## src/rtl/snn_ctrl_if.sv

```systemverilog
// snn_ctrl_if: signal bundle between snn_ctrl and its neighbours (UART RX/TX,
// SNN core input RAM and core control, status LEDs).
//
// Modports:
//   master : the snn_ctrl side (drives tx/ram/core_start/busy/led)
//   slave  : the environment side (drives rx, tx_ready, core_done/result)
//
// Handshake semantics used throughout this bundle: every strobe
// (rx_rdy, tx_start, ram_we, core_start, core_done) is a single-cycle
// pulse and its accompanying data is valid only in that cycle, except
// tx_data which is held from tx_start until the next send. tx_ready is a
// level: the transmitter is idle and will accept a tx_start pulse.
interface snn_ctrl_if #(
  parameter int ADDR_W = 7
);
  logic              rx_rdy;
  logic [7:0]        rx_data;
  logic              tx_ready;
  logic              tx_start;
  logic [7:0]        tx_data;
  logic              ram_we;
  logic [ADDR_W-1:0] ram_addr;
  logic [7:0]        ram_wdata;
  logic              core_start;
  logic              core_done;
  logic [3:0]        core_result;
  logic              busy;
  logic [7:0]        led;

  modport master (
    input  rx_rdy, rx_data, tx_ready, core_done, core_result,
    output tx_start, tx_data, ram_we, ram_addr, ram_wdata, core_start, busy, led
  );

  modport slave (
    output rx_rdy, rx_data, tx_ready, core_done, core_result,
    input  tx_start, tx_data, ram_we, ram_addr, ram_wdata, core_start, busy, led
  );
endinterface

```

## src/rtl/snn_ctrl.sv

```systemverilog
// snn_ctrl: sequencer between the UART and the SNN inference core.
// Collects NUM_BYTES image bytes from the UART RX stream into the core's
// input RAM, pulses core_start, waits for core_done, and sends the result
// back as one ASCII digit ('?' for results above 9).
//
// Ports:
//   clk, rst_n : clock, asynchronous active-low reset
//   bus        : snn_ctrl_if.master (rx, tx, ram write, core control,
//                busy, led)
//
// led: [3:0] last result, [4] overrun sticky, [5] timeout sticky,
//      [7:6] FSM state (LOAD=0, START=1, RUN=2, SEND=3) for debug.
//
// Optional feature: define SNN_CTRL_TIMEOUT_EN to abandon a partial frame
// after TIMEOUT_CYC idle clocks between bytes.
module snn_ctrl #(
  parameter int NUM_BYTES   = 98,
  parameter int ADDR_W      = 7,
  parameter int TIMEOUT_CYC = 260400
) (
  input  logic       clk,
  input  logic       rst_n,
  snn_ctrl_if.master bus
);

  typedef enum logic [1:0] {
    LOAD  = 2'd0,
    START = 2'd1,
    RUN   = 2'd2,
    SEND  = 2'd3
  } state_t;

  localparam logic [ADDR_W-1:0] LAST_IDX = ADDR_W'(NUM_BYTES - 1);

  state_t            state, state_nxt;
  logic [ADDR_W-1:0] byte_cnt;
  logic              last_pend;   // last byte written this cycle -> START next
  logic [3:0]        result;
  logic              ovr_flag;
  logic              tmo_flag;

  logic              tx_start_q;
  logic [7:0]        tx_data_q;
  logic              ram_we_q;
  logic [ADDR_W-1:0] ram_addr_q;
  logic [7:0]        ram_wdata_q;
  logic              core_start_q;
  logic              busy_q;

  logic              rx_accept;
  logic              tx_fire;
  logic [7:0]        tx_char;
  logic              tmo_hit;

  function automatic logic [7:0] to_ascii(input logic [3:0] r);
    return (r > 4'd9) ? 8'h3F : (8'h30 + {4'h0, r});
  endfunction

  assign rx_accept = bus.rx_rdy && (state == LOAD);

`ifdef SNN_CTRL_TIMEOUT_EN
  localparam int TMO_W = $clog2(TIMEOUT_CYC + 1);

  logic [TMO_W-1:0] tmo_cnt;

  // Runs only while a frame is partially loaded; any received byte restarts it.
  assign tmo_hit = (state == LOAD) && (byte_cnt != '0) && !bus.rx_rdy &&
                   (tmo_cnt == TMO_W'(TIMEOUT_CYC));

  always_ff @(posedge clk or negedge rst_n) begin
    if (!rst_n) begin
      tmo_cnt <= '0;
    end else if ((state != LOAD) || (byte_cnt == '0) || bus.rx_rdy || tmo_hit) begin
      tmo_cnt <= '0;
    end else begin
      tmo_cnt <= tmo_cnt + 1'b1;
    end
  end
`else
  // No timeout: a partial frame waits indefinitely. The comparison is
  // constant false; it only keeps the limit parameter referenced.
  assign tmo_hit = (TIMEOUT_CYC < 0);
`endif

  // Next state and transmit decision.
  // tx_fire can happen straight from RUN so that tx_start lands one cycle
  // after core_done when the transmitter is already idle. The registered
  // tx_start marks the send as done, which moves SEND back to LOAD and
  // prevents a second pulse.
  always_comb begin
    state_nxt = state;
    tx_fire   = 1'b0;
    tx_char   = to_ascii(result);
    case (state)
      LOAD: begin
        if (last_pend) state_nxt = START;
      end
      START: begin
        state_nxt = RUN;
      end
      RUN: begin
        if (bus.core_done) begin
          state_nxt = SEND;
          tx_char   = to_ascii(bus.core_result);
          tx_fire   = bus.tx_ready;
        end
      end
      SEND: begin
        if (tx_start_q) state_nxt = LOAD;
        else            tx_fire   = bus.tx_ready;
      end
      default: state_nxt = LOAD;
    endcase
  end

  always_ff @(posedge clk or negedge rst_n) begin
    if (!rst_n) begin
      state        <= LOAD;
      byte_cnt     <= '0;
      last_pend    <= 1'b0;
      result       <= 4'h0;
      ovr_flag     <= 1'b0;
      tmo_flag     <= 1'b0;
      tx_start_q   <= 1'b0;
      tx_data_q    <= 8'h00;
      ram_we_q     <= 1'b0;
      ram_addr_q   <= '0;
      ram_wdata_q  <= 8'h00;
      core_start_q <= 1'b0;
      busy_q       <= 1'b0;
    end else begin
      state        <= state_nxt;
      busy_q       <= (state_nxt != LOAD);
      core_start_q <= (state == LOAD) && last_pend;
      tx_start_q   <= tx_fire;
      if (tx_fire) tx_data_q <= tx_char;

      // One-deep write pipeline: a byte accepted this cycle is written next.
      ram_we_q  <= rx_accept;
      last_pend <= 1'b0;
      if (rx_accept) begin
        ram_wdata_q <= bus.rx_data;
        ram_addr_q  <= byte_cnt;
        if (byte_cnt == LAST_IDX) begin
          byte_cnt  <= '0;
          last_pend <= 1'b1;
        end else begin
          byte_cnt <= byte_cnt + 1'b1;
        end
      end else if (tmo_hit) begin
        byte_cnt <= '0;
      end

      if ((state == RUN) && bus.core_done) result <= bus.core_result;

      if (bus.rx_rdy && (state != LOAD))         ovr_flag <= 1'b1;
      else if (rx_accept && (byte_cnt == '0))    ovr_flag <= 1'b0;

      if (tmo_hit) tmo_flag <= 1'b1;
    end
  end

  assign bus.tx_start   = tx_start_q;
  assign bus.tx_data    = tx_data_q;
  assign bus.ram_we     = ram_we_q;
  assign bus.ram_addr   = ram_addr_q;
  assign bus.ram_wdata  = ram_wdata_q;
  assign bus.core_start = core_start_q;
  assign bus.busy       = busy_q;
  assign bus.led        = {state, tmo_flag, ovr_flag, result};

endmodule

```

## src/flat_wrapper.sv

```systemverilog
// flat-port wrapper written by rule: the top's interface ports become plain ports
module snn_ctrl_flat 
#(
  parameter int NUM_BYTES   = 98,
  parameter int ADDR_W      = 7,
  parameter int TIMEOUT_CYC = 260400
)
  (clk, rst_n, bus_rx_rdy, bus_rx_data, bus_tx_ready, bus_core_done, bus_core_result, bus_tx_start, bus_tx_data, bus_ram_we, bus_ram_addr, bus_ram_wdata, bus_core_start, bus_busy, bus_led);
  snn_ctrl_if #(.ADDR_W(ADDR_W)) bus_i ();
  input  logic clk;
  input  logic rst_n;
  input wire logic [$bits(bus_i.rx_rdy)-1:0] bus_rx_rdy;
  input wire logic [$bits(bus_i.rx_data)-1:0] bus_rx_data;
  input wire logic [$bits(bus_i.tx_ready)-1:0] bus_tx_ready;
  input wire logic [$bits(bus_i.core_done)-1:0] bus_core_done;
  input wire logic [$bits(bus_i.core_result)-1:0] bus_core_result;
  output wire logic [$bits(bus_i.tx_start)-1:0] bus_tx_start;
  output wire logic [$bits(bus_i.tx_data)-1:0] bus_tx_data;
  output wire logic [$bits(bus_i.ram_we)-1:0] bus_ram_we;
  output wire logic [$bits(bus_i.ram_addr)-1:0] bus_ram_addr;
  output wire logic [$bits(bus_i.ram_wdata)-1:0] bus_ram_wdata;
  output wire logic [$bits(bus_i.core_start)-1:0] bus_core_start;
  output wire logic [$bits(bus_i.busy)-1:0] bus_busy;
  output wire logic [$bits(bus_i.led)-1:0] bus_led;
  assign bus_i.rx_rdy = bus_rx_rdy;
  assign bus_i.rx_data = bus_rx_data;
  assign bus_i.tx_ready = bus_tx_ready;
  assign bus_i.core_done = bus_core_done;
  assign bus_i.core_result = bus_core_result;
  assign bus_tx_start = bus_i.tx_start;
  assign bus_tx_data = bus_i.tx_data;
  assign bus_ram_we = bus_i.ram_we;
  assign bus_ram_addr = bus_i.ram_addr;
  assign bus_ram_wdata = bus_i.ram_wdata;
  assign bus_core_start = bus_i.core_start;
  assign bus_busy = bus_i.busy;
  assign bus_led = bus_i.led;
  snn_ctrl #(.NUM_BYTES(NUM_BYTES), .ADDR_W(ADDR_W), .TIMEOUT_CYC(TIMEOUT_CYC)) u_core (.clk(clk), .rst_n(rst_n), .bus(bus_i));
endmodule
```

## config.mk

```make
export PLATFORM = sky130hd
export DESIGN_NAME = snn_ctrl_flat
export DESIGN_NICKNAME = d
export VERILOG_FILES = /design/src/rtl/snn_ctrl_if.sv /design/src/rtl/snn_ctrl.sv /design/src/flat_wrapper.sv
export SDC_FILE = /design/constraint.sdc
export NUM_CORES = 1
export LEC_CHECK = 0
export CAP_MARGIN = 10
export CORE_MARGIN = 8
export CORE_UTILIZATION = 30
export DETAILED_ROUTE_END_ITERATION = 12
export GPL_ROUTABILITY_DRIVEN = 0
export PLACE_DENSITY = 0.65
export SLEW_MARGIN = 25
export SYNTH_ARGS = -nofsm -noshare
export SYNTH_HDL_FRONTEND = slang
export SYNTH_SLANG_ARGS = --single-unit
```

## constraint.sdc

```tcl
create_clock -name clk -period 1.6 [get_ports clk]
set_clock_uncertainty 0.05 [all_clocks]
set_input_delay 0.16 -clock clk [delete_from_list [all_inputs] [get_ports clk]]
set_output_delay 0.16 -clock clk [all_outputs]
set_load 0.03 [all_outputs]
```

* Yosys cells after proc, flatten, opt, wreduce, memory -nomap -nowiden
Index checks and enable logic that the tools add are counted.
** Cells by class
- Add/subtract/negate cells :: 3
- Shift-type cells :: 0
- Bitwise operators :: 0
- Reductions and logical operators :: 10
- Divide/modulo/power cells :: 0
- Multiply operators :: 0
- $lt $le $gt $ge :: 2
- Multiplexer cells :: 16
- Equality and inequality tests :: 4
** Operators by type and width (number)
- $mux W8 :: 4
- $add A6 B4 Y7 const A :: 2
- $gt A4 B4 Y1 const B :: 2
- $pmux W2 S4 :: 1
- $add A7 B1 Y7 const B :: 1
- $eq A7 B7 Y1 const B :: 1
- $logic_not A7 Y1 :: 1
- $mux W7 :: 1
- $mux W1 :: 6
- $mux W2 :: 3
- $reduce_bool A2 Y1 :: 3
- $logic_and A1 B1 Y1 :: 5
- $eq A2 B2 Y1 const B :: 2
- $eq A2 B1 Y1 const B :: 1
- $logic_not A2 Y1 :: 1
- $pmux W1 S2 :: 1
** Word-level totals
- Bits of input ports :: 17
- Logic and storage cells :: 47
- Register bits :: 42
- Memory bits (read-only) :: 0
- Bits in latches :: 0
- Memories kept :: 0
- Bits in writable memories :: 0
- Output and inout port bits :: 35

* Depth between registers and ports, before layout
Gate-level depths: netlist (run 1).
- Depth after elaboration :: 5
- Depth in mapped cells :: 6
- Depth with buffers taken out :: 5

* Least setup slack after synthesis (run 1)
Ideal clock, no wire load.
- Path kind :: register to register
- Start :: register u_core.state[0]
- End :: register u_core.tx_data_q[0], in the netlist u_core.bus.tx_data[0]
- Arrival time :: 1.493 ns
- Slack :: -0.068 ns
- Data required time :: 1.425 ns
- Buffers on the path :: 0
- Cell stages (with the launch flop) :: 4
- Cell sequence :: dfrtp_1 nand3b_2 o32a_1 mux2_2
** On the way
- Longest elaborated chain between the ends :: 2
** Ends and longest elaborated chain
- start: declaration :: RTL line snn_ctrl.sv:35 : state_t state, state_nxt;
- start signal: assignment :: RTL line snn_ctrl.sv:132 : state <= state_nxt;
- $eq A2 B2 Y1 :: RTL line snn_ctrl.sv:94 : case (state)
- $pmux W1 S2 or $mux W8 (tied branches) :: RTL line snn_ctrl.sv:94
- end signal: assignment :: RTL line snn_ctrl.sv:136 : if (tx_fire) tx_data_q <= tx_char;
- end: declaration :: RTL line snn_ctrl.sv:43 : logic [7:0] tx_data_q;
Several ways; a longest one is shown, not always the timed one.
A chain may end at the register's enable or synchronous reset.

* Worst setup path in the final report (run 1)
- Start :: register u_core.tx_start_q, in the netlist u_core.bus.tx_start
- End :: output bus_tx_start
** RTL lines
- start: declaration :: RTL line snn_ctrl.sv:42 : logic tx_start_q;
- start signal: assignment :: RTL line snn_ctrl.sv:135 : tx_start_q <= tx_fire;
- end: declaration :: RTL line flat_wrapper.sv:17 : output wire logic [$bits(bus_i.tx_start)-1:0] bus_tx_start;
No word-level cell between the ends.

==> impl_results.rst, run 1 <==
.. list-table::
   :header-rows: 1

   * - Metric
     - Value
   * - Status
     - complete, no violations
   * - Unrepaired setup endpoints after global routing
     - no
   * - Cell Count Post-Placement
     - approximately 290
   * - Detailed placement HPWL
     - roughly 3 mm
   * - First drt pass iteration count
     - 4
   * - Clock group share of total power
     - 0.137
   * - Maximum VDD drop
     - ~630 uV
   * - CP Capture Type
     - primary output
   * - Antenna Violating Nets Remaining
     - 0
   * - Count of final setup violators
     - 0
   * - Register area share after synthesis
     - 0.594
   * - X dimension of the die
     - roughly 90 microns
   * - Number of rows in the core area
     - 27
   * - Clock slew seen by the registers of the worst setup and hold paths
     - about 0.070 ns
   * - Die boundary height
     - approximately 90 microns
   * - Critical Path Fanout Max
     - 3
   * - Class of the most critical hold timing path
     - in2async
   * - Mean instance size in the synthesized netlist
     - approximately 10 sq um
   * - Fin util
     - 0.444
   * - PortBufs
     - 48
   * - Area growth, synth to finish
     - 46.0%
   * - Total number of H-tree levels
     - 2
   * - Wire length of the first global-routing pass
     - between 6 and 7 mm
   * - Startpoint class of the critical path
     - flop
   * - Crit path cell chain
     - clkdlybuf4s50_1
   * - # Post-CTS Setup Buffers
     - 0
   * - Ratio of routed vias to standard cells
     - ~4.3
   * - WP buf/inv
     - 1
   * - Clock tree from TritonCTS
     - yes
   * - Number of clock sinks seen by CTS
     - 39
   * - Clock root buffer master
     - clkbuf_8
   * - Total routed wirelength
     - about 3.8 mm
   * - WL per Instance
     - ~13 microns
   * - CP max-delay cell
     - clkdlybuf4s50_1
   * - TritonCTS buffer count
     - 5
   * - Initial DRC count
     - 25
   * - Antenna cell count
     - 0
   * - Total I/O pin count
     - 52
   * - # Max-Cap Violations
     - 0
   * - P_leak
     - 1.11 nW
   * - Crit path time final
     - between 1.5 and 2 ns
   * - Antenna violations before repair
     - 0
   * - Number of warnings issued by yosys
     - 0
   * - Post-synthesis cell count
     - between 150 and 200
   * - Proportion of power drawn by flip-flops and latches
     - 0.367
   * - Fmax
     - 652 MHz
   * - Synthesis-stage register bit count
     - 39
   * - Global-route usage over all layers
     - 0.0956
   * - Final nets
     - 242
   * - Critical Path Max Stage Delay
     - approximately 0.7 ns
   * - Endpoint arrival time on the critical path
     - ~1.3 ns
   * - Clock latency on the worst-skew pair
     - around 0.28 ns
   * - Most common cell after layout, fill and taps aside
     - nand2_1
   * - Fillers
     - about 540
   * - Sw Share
     - 0.408
   * - Fraction of power consumed by combinational cells
     - 0.495
   * - Placeable core region
     - 0.00541 sq mm
   * - Global route overflow
     - 0
   * - Syn Std Cell Area
     - 0.00164 sq mm
   * - Count of endpoints failing hold in the final timing report
     - 0
   * - Int Pwr
     - 2.64 mW
   * - Power density over cell area
     - roughly 1900 mW/mm^2
   * - Reg2Reg Setup Slack
     - about 0.080 ns
   * - Most frequent cells in the layout
     - nand2_1, clkdlybuf4s50_1, dfrtp_1, buf_4, mux2_2
   * - Layout cell share with drive strength beyond 1
     - 0.179
   * - Drc violations
     - 0
   * - Post-layout instance count excluding filler cells
     - 295
   * - Share of the cycle needed by the critical path after routing
     - 0.959
   * - Starting density of the core
     - 0.304
   * - Max-slew violation total from the final report
     - 0
   * - Largest delay share family, worst path
     - buffers and inverters
   * - Die footprint
     - just over 0.008 sq mm
   * - Largest net degree at the start of global routing
     - 22
   * - Number of global-route vias before repair
     - 1337
   * - Synth cell types
     - 29
   * - Required time of the worst setup path
     - 1.39 ns
   * - Critical Setup Path Class
     - reg2out
   * - Net load switching power
     - ~1.8 mW
   * - Vias
     - between 1000 and 1500
   * - Maximum number of buffers from clock root to sink
     - 2
[power groups by stage]
stage          logic [mW]  clock network, mW  registers (mW)
2_1_floorplan       0.656                  0            2.25
3_3_place_gp         2.24                  0            1.65
3_5_place_dp         2.28                  0            1.66
4_1_cts              2.26              0.643            1.64
5_1_grt              2.40              0.691            1.69
6_report             2.21              0.613            1.64
[cell usage after synthesis (all sizes together)]
cell type  count  area (sq um)
nor3           1          5.00
inv            4          15.0
buf            8          52.6
mux2           9           101
or3b           1          11.3
conb           1          3.75
a22o           1          8.76
nand4          4          25.0
ha             3          37.5
o21a           1          7.51
nor2           6          22.5
dfrtp         39           976
nand3b         1          11.3
clkbuf         2          7.51
o32a           1          10.0
and2           1          6.26
xnor2          2          17.5
or3            1          6.26
nand3          4          20.0
or2            2          12.5
and3           3          18.8
nand2         45           169
a21oi          6          30.0
a211oi         2          15.0
a21o           1          7.51
o21ai          9          45.0
[sequential cells by signal, summed over array words and instances (netlist names), 2 cells and up]
signal	cells
u_core.byte_cnt	7
u_core.bus.ram_addr	7
u_core.result	4
u_core.state	2
u_core.bus.tx_data	5
u_core.bus.ram_wdata	8
[layout make-up]
cell class	count	area, sq um	share of cell area
clock buffer	7	76.3	0.0318
clock inverter	1	5.00	0.00209
inverter	4	15.0	0.00626
multi-input combinational	107	609	0.254
sequential	39	978	0.408
tap	72	90.1	0.0376
timing repair buffer	65	624	0.260
[cell families after synthesis]
logic type | count (synthesis) | share of synthesized area
and+or+nand+nor | 69 | 0.187
DFF | 39 | 0.594
AOI/OAI and AO/OA | 21 | 0.0754
buffers and inverters | 14 | 0.0457
muxes | 9 | 0.0617
adders and majority gates | 3 | 0.0229
xor gates and xnor gates | 2 | 0.0107
other | 1 | 0.00228
[routing by layer]
layer | track usage | share of wire | vias to the layer above
met5 | 0 | 0 | -
met4 | 0.0208 | 0.0048 | 0
met3 | 0.0457 | 0.061 | 2
met2 | 0.153 | 0.48 | 33
met1 | 0.114 | 0.46 | 605
li1 | - | - | 642
[stage by stage]
step | TNS (ns) | hold slack, ns | instance area (sq um) | power (mW) | worst slack, ns
after global routing | 0 | 0.324 | 2400 | 4.78 | 0.00256
final | 0 | 0.302 | 2400 | 4.46 | 0.0661
after floorplan | 0 | -0.186 | 1660 | 2.90 | 0.0164
after global placement | -0.793 | 0.0797 | 2300 | 3.88 | -0.104
after detailed placement | -1.27 | 0.0750 | 2300 | 3.94 | -0.117
after CTS | 0 | 0.305 | 2390 | 4.54 | 0.00994
[timing repair]
action	in CTS	in global routing
gates resized for setup	3	5
endpoints found under the setup margin	3	8
hold buffers	1	0
hold endpoints to repair	18	0
[final timing paths]
path                                        startpoint                 endpoint  cells after the start
max in group asynchronous                        rst_n          u_core.state[1]                      3
worst max-delay path               u_core.bus.tx_start             bus_tx_start                      1
worst min register to register  u_core.bus.ram_addr[5]   u_core.bus.ram_addr[5]                      2
worst min-delay path                             rst_n    u_core.bus.core_start                      2
worst max register to register         u_core.state[0]       u_core.byte_cnt[6]                      5
min in group clk                        bus_rx_data[7]  u_core.bus.ram_wdata[7]                      3
Note: power is estimated with default switching activity, not from simulation.
==> run 2: changes to the inputs <==
--- a/config.mk
+++ b/config.mk
@@ -11,5 +11,5 @@
 export DETAILED_ROUTE_END_ITERATION = 12
 export GPL_ROUTABILITY_DRIVEN = 0
-export PLACE_DENSITY = 0.65
+export PLACE_DENSITY_LB_ADDON = 0.25
 export SLEW_MARGIN = 25
 export SYNTH_ARGS = -nofsm -noshare
==> constraint.sdc (replaced) <==
create_clock -name clk -period 2 [get_ports clk]
set_clock_uncertainty 0.05 [all_clocks]
set_input_delay 0.2 -clock clk [delete_from_list [all_inputs] [get_ports clk]]
set_output_delay 0.2 -clock clk [all_outputs]
set_load 0.005 [all_outputs]
==> run 2 against run 1 <==
Effect of this change: count of clock-buffer cells in the layout down 2; total power is 33% lower; final cell count shrank 3.7%; die area is the same; combinational power is 47% lower; critical path type is now reg2reg; sequential cell count did not move; routed wire length is 6.0% lower; sequential share of layout area is 1.9 points higher; first-iteration DRC count increased by 60%; hold slack better by 0.081 ns; setup slack improved by 0.33 ns.
==> impl_results.rst, run 2 (synthesized netlist as in run 1, its figures left out) <==
.. list-table::
   :header-rows: 1

   * - Metric
     - Value
   * - Endpoint arrival time on the critical path
     - roughly 1.7 ns
   * - Final nets
     - roughly 230
   * - Cell depth of the worst flop-to-flop path
     - 3
   * - Reg2Reg Setup Slack
     - 0.40 ns
   * - Largest delay share family, worst path
     - flip-flops
   * - Status
     - complete, no violations
   * - Required time of the worst setup path
     - ~2.1 ns
   * - Count of final setup violators
     - 0
   * - Initial DRC count
     - 40
   * - Most common cell after layout, fill and taps aside
     - clkdlybuf4s50_1
   * - Vias
     - between 1000 and 1500
   * - Antenna violations before repair
     - 0
   * - Int Pwr
     - a little over 2 mW
   * - Starting density of the core
     - 0.304
   * - Die footprint
     - 0.00810 sq mm
   * - Ratio of routed vias to standard cells
     - 4.35
   * - CP max-delay cell
     - dfrtp_1
   * - Count of endpoints failing hold in the final timing report
     - 0
   * - Fmax
     - 624 MHz
   * - Clock root buffer master
     - clkbuf_8
   * - First drt pass iteration count
     - 4
   * - Antenna Violating Nets Remaining
     - 0
   * - PortBufs
     - 48
   * - Hold Crit Depth
     - 3
   * - Clock tree from TritonCTS
     - yes
   * - Post-layout worst setup margin
     - 0.399 ns
   * - WL per Instance
     - approximately 12 microns
   * - Area growth, synth to finish
     - 39.2%
   * - Clock latency on the worst-skew pair
     - 0.28 ns
   * - Power density over cell area
     - around 1300 mW/mm^2
   * - Clock group share of total power
     - 0.168
   * - Sw Share
     - 0.319
   * - Critical R2R Launch
     - u_core.state[0]
   * - Crit path cell chain
     - nand3b_2 > o32a_1 > mux2_2
   * - Gates resized, CTS repair
     - 0
   * - Critical Path Fanout Max
     - 10
   * - TritonCTS buffer count
     - 5
   * - # Max-Cap Violations
     - 0
   * - Detailed placement HPWL
     - about 2.6 mm
   * - Max reg flops
     - 8
   * - Number of global-route vias before repair
     - ~1200
   * - Startpoint class of the critical path
     - flop
   * - Worst hold margin
     - ~0.38 ns
   * - Hold-critical path endpoint
     - u_core.bus.ram_wdata[5]
   * - Fin util
     - 0.423
   * - Drc violations
     - 0
   * - Critical Path Max Stage Delay
     - ~0.45 ns
   * - X dimension of the die
     - ~90 microns
   * - Hold Crit Start
     - bus_rx_data[5]
   * - Die boundary height
     - about 90 microns
   * - Maximum number of buffers from clock root to sink
     - 2
   * - Antenna cell count
     - 0
   * - CP Capture Type
     - flop
   * - Largest net degree at the start of global routing
     - 40
   * - Crit path time final
     - approximately 1.6 ns
   * - Maximum VDD drop
     - approximately 720 uV
   * - Clock slew seen by the registers of the worst setup and hold paths
     - 0.08 ns
   * - Layout cell share with drive strength beyond 1
     - 0.132
   * - Total number of H-tree levels
     - 2
   * - Critical Setup Path Class
     - reg2reg
   * - Proportion of power drawn by flip-flops and latches
     - 0.440
   * - Total routed wirelength
     - ~3.5 mm
   * - Pre-CTS WS
     - between 0.2 and 0.25 ns
   * - Unrepaired setup endpoints after global routing
     - no
   * - Class of the most critical hold timing path
     - in2reg
   * - Wire length of the first global-routing pass
     - 6.03 mm
   * - Net load switching power
     - 959 uW
   * - Global route overflow
     - 0
   * - Total I/O pin count
     - 52
   * - Post-route setup TNS
     - 0 ns
   * - Max-slew violation total from the final report
     - 0
   * - Worst R2R End
     - u_core.bus.tx_data[0]
   * - Share of the cycle needed by the critical path after routing
     - 0.801
   * - Global-route usage over all layers
     - 0.0886
   * - Placeable core region
     - around 0.0054 sq mm
   * - Total Power Consumption
     - about 3 mW
   * - P_leak
     - roughly 1 nW
   * - Number of rows in the core area
     - 27
   * - Fraction of power consumed by combinational cells
     - 0.393
   * - Number of clock sinks seen by CTS
     - 39
   * - Most frequent cells in the layout
     - clkdlybuf4s50_1, nand2_1, dfrtp_1, mux2_2, o21ai_0
   * - WP buf/inv
     - 0
[run 2: changes by cell type in the layout (fill, tap and decap cells not counted), sizes merged]
cell           previous run  this run
dlymetal6s2s              4         0
clkbuf                    7         5
clkinv                    1         3
clkdlybuf4s50            40        47
buf                      17         6
dlygate4sd2               3         0
[run 2: final cells by class]
type / instances / area [sq um]
fill: 550 / 3120
clock inverter: 3 / 15.0
tap: 72 / 90.1
clock buffer: 5 / 68.8
timing repair buffer: 54 / 523
multi-input combinational: 107 / 599
inverter: 4 / 15.0
sequential: 39 / 976
[run 2: what timing repair did]
item	CTS	global route
setup buffers	0	0
hold endpoints to repair	39	0
hold buffers	1	0
[run 2: worst max-delay path by stage]
| stage | to | cells after the start | slack (ns) | from |
|---|---|---|---|---|
| after floorplan | u_core.bus.tx_data[0] | 3 | 0.48 | u_core.state[0] |
| after global placement | u_core.byte_cnt[4] | 6 | 0.21 | bus_rx_rdy |
| after detailed placement | u_core.byte_cnt[3] | 6 | 0.20 | bus_rx_rdy |
| after CTS | u_core.bus.tx_data[0] | 3 | 0.39 | u_core.state[0] |
| after global routing | u_core.byte_cnt[3] | 5 | 0.30 | u_core.state[1] |
| final | u_core.bus.tx_data[0] | 3 | 0.40 | u_core.state[0] |
[run 2: per-stage QoR]
step                      instance area, sq um  cells
final                                     2290    284
after global routing                      2290    284
after CTS                                 2290    284
after detailed placement                  2190    275
after global placement                    2190    275
after floorplan                           1650    160
[run 2: power groups by stage]
| stage | clock (mW) | combinational, mW | sequential (mW) |
|---|---|---|---|
| 6_report | 0.504 | 1.18 | 1.32 |
| 5_1_grt | 0.565 | 1.32 | 1.37 |
| 4_1_cts | 0.528 | 1.21 | 1.32 |
| 3_5_place_dp | 0 | 1.21 | 1.33 |
| 3_3_place_gp | 0 | 1.21 | 1.33 |
| 2_1_floorplan | 0 | 0.513 | 1.32 |
[run 2: worst reg2reg max path, delay by kind of cell, from the launching register on]
| family | cells | cell delay [ns] |
|---|---|---|
| flip-flops | 1 | 0.45 |
| multiplexers | 1 | 0.26 |
| AO/OA/AOI/OAI | 1 | 0.38 |
| AND/OR/NAND/NOR | 1 | 0.36 |
[run 2: routing by layer]
metal | routed length, microns | global-route usage | vias to the layer above
met4 | 0 | 0.0250 | 0
li1 | - | - | 620
met5 | 0 | 0 | -
met2 | 1560 | 0.126 | 33
met3 | 283 | 0.0466 | 0
met1 | 1690 | 0.114 | 581
